<file path="src/rtl/state_timer_if.sv">
// -----------------------------------------------------------------------------
// state_timer_if
// Purpose : Groups the controller-side signals of the state timer into one bundle.
// Signals :
//   present_state [3:0]       controller state code (master -> slave)
//   tload         [WIDTH-1:0] interval from the time selector (master -> slave)
//   hold                      emergency pause (master -> slave)
//   remaining     [WIDTH-1:0] current count value (slave -> master)
//   busy                      high while counting (slave -> master)
//   done                      one-cycle expiry pulse (slave -> master)
// Modports: master = controller/testbench side, slave = state_timer side.
// -----------------------------------------------------------------------------
interface state_timer_if #(
  parameter int WIDTH = 19
);
  logic [3:0]       present_state;
  logic [WIDTH-1:0] tload;
  logic             hold;
  logic [WIDTH-1:0] remaining;
  logic             busy;
  logic             done;

  modport master (
    output present_state,
    output tload,
    output hold,
    input  remaining,
    input  busy,
    input  done
  );

  modport slave (
    input  present_state,
    input  tload,
    input  hold,
    output remaining,
    output busy,
    output done
  );
endinterface

</file>
<file path="src/rtl/state_timer.sv">
// -----------------------------------------------------------------------------
// state_timer
// Purpose : Countdown stage after the time selector. Arms a new countdown on
//           every present_state change, decrements once per prescaled tick and
//           emits a one-cycle done pulse on expiry.
// Ports   :
//   clk  - system clock, rising-edge
//   rst  - asynchronous, active-high reset
//   bus  - state_timer_if.slave (present_state, tload, hold in;
//          remaining, busy, done out; all outputs registered)
// -----------------------------------------------------------------------------
module state_timer #(
  parameter int WIDTH    = 19,
  parameter int PRESCALE = 50000,
  parameter int PW       = 16
) (
  input logic           clk,
  input logic           rst,
  state_timer_if.slave  bus
);

  typedef enum logic [1:0] {
    IDLE    = 2'b00,
    RUN     = 2'b01,
    EXPIRED = 2'b10
  } state_t;

  localparam logic [PW-1:0] LP_LAST_TICK = PW'(PRESCALE - 1);

  state_t           r_state;
  state_t           w_state_nxt;
  logic [3:0]       r_prev_state;
  logic [PW-1:0]    r_prescaler;
  logic [PW-1:0]    w_prescaler_nxt;
  logic [WIDTH-1:0] r_remaining;
  logic [WIDTH-1:0] w_remaining_nxt;
  logic             r_busy;
  logic             r_done;
  logic             w_done_nxt;
  logic             w_change;

  // A state change is judged against last cycle's code; prev resets to 0 so a
  // non-zero code after reset release counts as a change.
  assign w_change = (bus.present_state != r_prev_state);

  // Next-state, next-count and done-pulse decision
  always_comb begin
    w_state_nxt     = r_state;
    w_prescaler_nxt = r_prescaler;
    w_remaining_nxt = r_remaining;
    w_done_nxt      = 1'b0;
    if (w_change) begin
      // A load wins over any tick landing in the same cycle.
      w_prescaler_nxt = {PW{1'b0}};
      if (bus.tload != {WIDTH{1'b0}}) begin
        w_remaining_nxt = bus.tload;
        w_state_nxt     = RUN;
      end else begin
        w_remaining_nxt = {WIDTH{1'b0}};
        w_state_nxt     = IDLE;
      end
    end else begin
      case (r_state)
        RUN: begin
          if (bus.hold) begin
            w_prescaler_nxt = r_prescaler;
          end else if (r_prescaler == LP_LAST_TICK) begin
            w_prescaler_nxt = {PW{1'b0}};
            if (r_remaining > WIDTH'(1)) begin
              w_remaining_nxt = r_remaining - WIDTH'(1);
            end else if (r_remaining == WIDTH'(1)) begin
              w_remaining_nxt = {WIDTH{1'b0}};
              w_state_nxt     = EXPIRED;
              w_done_nxt      = 1'b1;
            end else begin
              // Unreachable guard: never decrement below zero.
              w_remaining_nxt = {WIDTH{1'b0}};
              w_state_nxt     = IDLE;
            end
          end else begin
            w_prescaler_nxt = r_prescaler + PW'(1);
          end
        end
        EXPIRED: begin
          w_remaining_nxt = {WIDTH{1'b0}};
        end
        IDLE: begin
          w_prescaler_nxt = r_prescaler;
        end
        default: begin
          w_state_nxt     = IDLE;
          w_prescaler_nxt = {PW{1'b0}};
          w_remaining_nxt = {WIDTH{1'b0}};
        end
      endcase
    end
  end

  // State, counters and registered outputs
  always_ff @(posedge clk or posedge rst) begin
    if (rst) begin
      r_state      <= IDLE;
      r_prev_state <= 4'b0000;
      r_prescaler  <= {PW{1'b0}};
      r_remaining  <= {WIDTH{1'b0}};
      r_busy       <= 1'b0;
      r_done       <= 1'b0;
    end else begin
      r_state      <= w_state_nxt;
      r_prev_state <= bus.present_state;
      r_prescaler  <= w_prescaler_nxt;
      r_remaining  <= w_remaining_nxt;
      r_busy       <= (w_state_nxt == RUN);
      r_done       <= w_done_nxt;
    end
  end

  assign bus.remaining = r_remaining;
  assign bus.busy      = r_busy;
  assign bus.done      = r_done;

endmodule

</file>
<file path="src/flat_wrapper.sv">
// flat-port wrapper written by rule: the top's interface ports become plain ports
module state_timer_flat 
#(
  parameter int WIDTH    = 19,
  parameter int PRESCALE = 50000,
  parameter int PW       = 16
)
  (clk, rst, bus_present_state, bus_tload, bus_hold, bus_remaining, bus_busy, bus_done);
  state_timer_if #(.WIDTH(WIDTH)) bus_i ();
  input logic clk;
  input logic rst;
  input wire logic [$bits(bus_i.present_state)-1:0] bus_present_state;
  input wire logic [$bits(bus_i.tload)-1:0] bus_tload;
  input wire logic [$bits(bus_i.hold)-1:0] bus_hold;
  output wire logic [$bits(bus_i.remaining)-1:0] bus_remaining;
  output wire logic [$bits(bus_i.busy)-1:0] bus_busy;
  output wire logic [$bits(bus_i.done)-1:0] bus_done;
  assign bus_i.present_state = bus_present_state;
  assign bus_i.tload = bus_tload;
  assign bus_i.hold = bus_hold;
  assign bus_remaining = bus_i.remaining;
  assign bus_busy = bus_i.busy;
  assign bus_done = bus_i.done;
  state_timer #(.WIDTH(WIDTH), .PRESCALE(PRESCALE), .PW(PW)) u_core (.clk(clk), .rst(rst), .bus(bus_i));
endmodule
</file>
<file path="config.mk">
export PLATFORM = sky130hd
export DESIGN_NAME = state_timer_flat
export DESIGN_NICKNAME = d
export VERILOG_FILES = /design/src/rtl/state_timer_if.sv /design/src/rtl/state_timer.sv /design/src/flat_wrapper.sv
export SDC_FILE = /design/constraint.sdc
export NUM_CORES = 1
export LEC_CHECK = 0
export ABC_AREA = 1
export CORE_ASPECT_RATIO = 1.4
export CORE_MARGIN = 3
export CORE_UTILIZATION = 59
export DETAILED_ROUTE_END_ITERATION = 8
export MAX_ROUTING_LAYER = met4
export PLACE_DENSITY = 0.9
export REMOVE_ABC_BUFFERS = 1
export SYNTH_ARGS = -nofsm -noshare
export SYNTH_HDL_FRONTEND = slang
export SYNTH_SLANG_ARGS = --single-unit
</file>
<file path="constraint.sdc">
create_clock -name clk -period 2.7 [get_ports clk]
set_input_delay 0.27 -clock clk [delete_from_list [all_inputs] [get_ports clk]]
set_output_delay 0.27 -clock clk [all_outputs]
set_load 0.05 [all_outputs]
</file>
==> summary.md <==
| Metric | Value |
|---|---|
| Slowest cell on the critical path | `a21oi_4` |
| CP Cell Sequence | `ha_1, nand2_2, nor2_2, inv_2, nor2_4, nand3_2, a21oi_4, nand2_1, nand2_1, nand2_1` |
| Clk sink count | `43` |
| Initial antenna violation count | `0` |
| Worst path top cell family by delay | `simple AND/OR/NAND/NOR gates` |
| Setup TNS | `0 ns` |
| Post-DP Area | `0.00355 mm²` |
| Slew Limit Fails | `0` |
| Kind of critical path | `register to register` |
| Filler Cell Count | `around 430` |
| Pin count of the biggest net entering global routing | `44` |
| Synth area leaders | `dfrtp_1 35%, nor2_1 15%, nand2_1 14%` |
| Ys Warns | `0` |
| Root Buffer | `clkbuf_8` |
| Worst setup margin | `0.645 ns` |
| Worst setup SP type | `register` |
| RSZ-0062 raised after global routing | `false` |
| Diodes inserted | `0` |
| Synth cell types | `31` |
| Top cell type's share of synthesized area | `35.0%` |
| Seq/Total Area, Yosys | `35.0%` |
| 1st-pass router iterations | `4` |
| Worst Path Buf+Inv | `1` |
| Wl on met1 | `2770 µm` |
| Syn avg cell area | `6.71 µm²` |
| Placed cell count | `561` |
| Max frequency | `0.487 GHz` |
| PD cells | `a little under 500 mW/mm²` |
| Wire length per cell | `13.0 µm` |
| IO Pins | `47` |
| Clock Latency Late Sink | `0.30 ns` |
| Initial Util | `62.0%` |
| CP Capture Type | `register` |
| Grt total ovfl | `0` |
| Routability-driven placement congestion ratio | `0.884` |
| Mapped Cells | `about 460` |
| Htree depth | `2` |
| DR vias | `3041` |
| Syn Std Cell Area | `0.00307 mm²` |
| Port bufs | `46` |
| Total GRT Usage | `27.0%` |
| Peak VDD IR | `0.330 mV` |
| Crit path required time | `2.90 ns` |
| Ys async rst share | `100%` |
| TritonCTS clock tree | `built` |
| Hpwl dp | `5520 µm` |
| Final core occ | `around three quarters` |
| Met2 wire length | `4140 µm` |
| P_leak | `1.71 nW` |
| Post-CTS setup buffers | `0` |
| Num CTS Buffers | `5` |
| Fin cells | `569` |
| Wirelength, routed | `7400 µm` |
| Design Area, Final | `0.00366 mm²` |
| Worst-margin pin slew | `0.670 ns` |
| First-pass GRT wire length | `12700 µm` |
| Fin crit share | `between 70 and 80%` |
| DIE AREA | `0.00612 mm²` |
| R2r setup slk | `0.65 ns` |
| Outcome | `finished, final reports clean` |
| CTS-repair resized insts | `0` |
| Pre-CTS setup slack | `roughly 0.41 ns` |
| CP Data Arrival Time | `roughly 2.3 ns` |
| MaxCap Viol Count | `0` |
| Critical-path maximum fanout | `22` |
| Hold crit path type | `input port to asynchronous set/reset pin` |
| Met3 wire len | `approximately 280 µm` |
| Worst rel slew slack | `approximately 55%` |
| Period minus WS final | `2.05 ns` |
| Antenna-violating nets left | `0` |
| DRC | `0` |
| Vias in the first global route | `around 3000` |
| CTS Hold Bufs | `0` |
| Final setup vio count | `0` |
| Synth top cells by count | `120 x nor2_1, 112 x nand2_1, 43 x dfrtp_1` |
| Starting DRT DRC Count | `238` |
| Rows | `30` |
| Synth area leader | `dfrtp_1` |
| Critical Path Most Common Cell | `nand2_1` |
| Clk slew on worst S/H paths | `approximately 0.09 ns` |
| EDFF count, synth | `0` |
| Synth Flop Type | `dfrtp_1` |
| Count leader, synth | `nor2_1` |
| Die H | `91.4 µm` |
| Core Footprint | `0.00495 mm²` |
| Die Wd | `67.0 µm` |
| Max layer used | `met4` |
| Crit-path max cell delay | `0.56 ns` |
| Share of cells above drive strength 1 | `about a tenth` |
| Final setup skew | `just over 0.009 ns` |
| Final net count | `533` |
| Yosys reg bits | `43` |
| CTS Buffer Depth | `2` |
| Layout area overhead | `19.2%` |
| Hold Violations, Final | `0` |
| Via/cell ratio | `5.34` |
-- cell usage in the layout, fill, tap and decap left out, types with 3 or more instances in the layout --
| master | count |
|---|---|
| a21oi_1 | 8 |
| clkbuf_8 | 5 |
| clkdlybuf4s50_1 | 46 |
| dfrtp_1 | 43 |
| ha_1 | 3 |
| inv_1 | 41 |
| inv_2 | 5 |
| nand2_1 | 112 |
| nand2_2 | 5 |
| nand3_1 | 31 |
| nand3_2 | 4 |
| nand4_1 | 11 |
| nor2_1 | 120 |
| nor2_2 | 14 |
| nor2_4 | 5 |
| nor3_1 | 13 |
| o21ai_0 | 9 |
| xnor2_1 | 4 |
| xor2_1 | 11 |
-- report_power, final --
group	switching (mW)	leakage (nW)	internal, mW
combinational	0.330	1.12	0.184
sequential	0.0723	0.537	0.692
clock	0.243	0.0581	0.276
-- flip-flops by register name, indices dropped and copies added, names as in the netlist --
name,flops
u_core.bus.busy,1
u_core.bus.done,1
u_core.bus.remaining,19
u_core.r_prescaler,16
u_core.r_prev_state,4
u_core.r_state,2
-- stage by stage --
stage                     hold slack [ns]  total power [mW]
after floorplan                     0.301              1.10
after global placement              0.495              1.27
after detailed placement            0.514              1.29
after CTS                           0.434              1.80
after global routing                0.445              1.89
final                               0.404              1.80
-- per-layer routing --
metal / global-route usage [%] / vias up
met5: - / -
met4: 11.3 / 0
met3: 3.96 / 20
met2: 50.3 / 76
met1: 26.6 / 1420
li1: - / 1525
-- final timing paths --
check / from / to / cells past startpoint
worst max register to register: u_core.r_prescaler[0] / u_core.bus.remaining[7] / 10
max in group asynchronous: rst / u_core.r_prescaler[12] / 3
worst max-delay path: u_core.r_prescaler[0] / u_core.bus.remaining[7] / 10
worst min-delay path: rst / u_core.r_prev_state[2] / 3
min in group clk: bus_present_state[1] / u_core.r_prev_state[1] / 1
worst min register to register: u_core.r_prescaler[1] / u_core.r_prescaler[1] / 2
-- kinds of logic after synthesis --
kind of cell | after synthesis | synth area share (%)
AND/OR/NAND/NOR | 322 | 47.5
buffers and inverters | 55 | 8.14
XOR/XNOR | 15 | 4.28
AO/OA/AOI/OAI | 20 | 3.87
flip-flops | 43 | 35.0
adder cells (fa/ha/maj) | 3 | 1.22
-- area by class of cell --
class	count	area [µm²]	share of cell area (%)
clock buffer	5	68.8	1.88
clock inverter	3	43.8	1.20
inverter	46	173	4.71
multi-input combinational	360	1750	47.7
sequential	43	1080	29.4
tap	64	80.1	2.19
timing repair buffer	48	475	13.0
-- worst register-to-register path, delay by kind of cell (launching register included) --
kind / cells / cell delay [ns]
and+or+nand+nor: 7 / 0.69
adders and majority gates: 1 / 0.21
DFF: 1 / 0.43
AOI/OAI and AO/OA: 1 / 0.56
buffers and inverters: 1 / 0.08
Power figures use the tool's default switching activity.
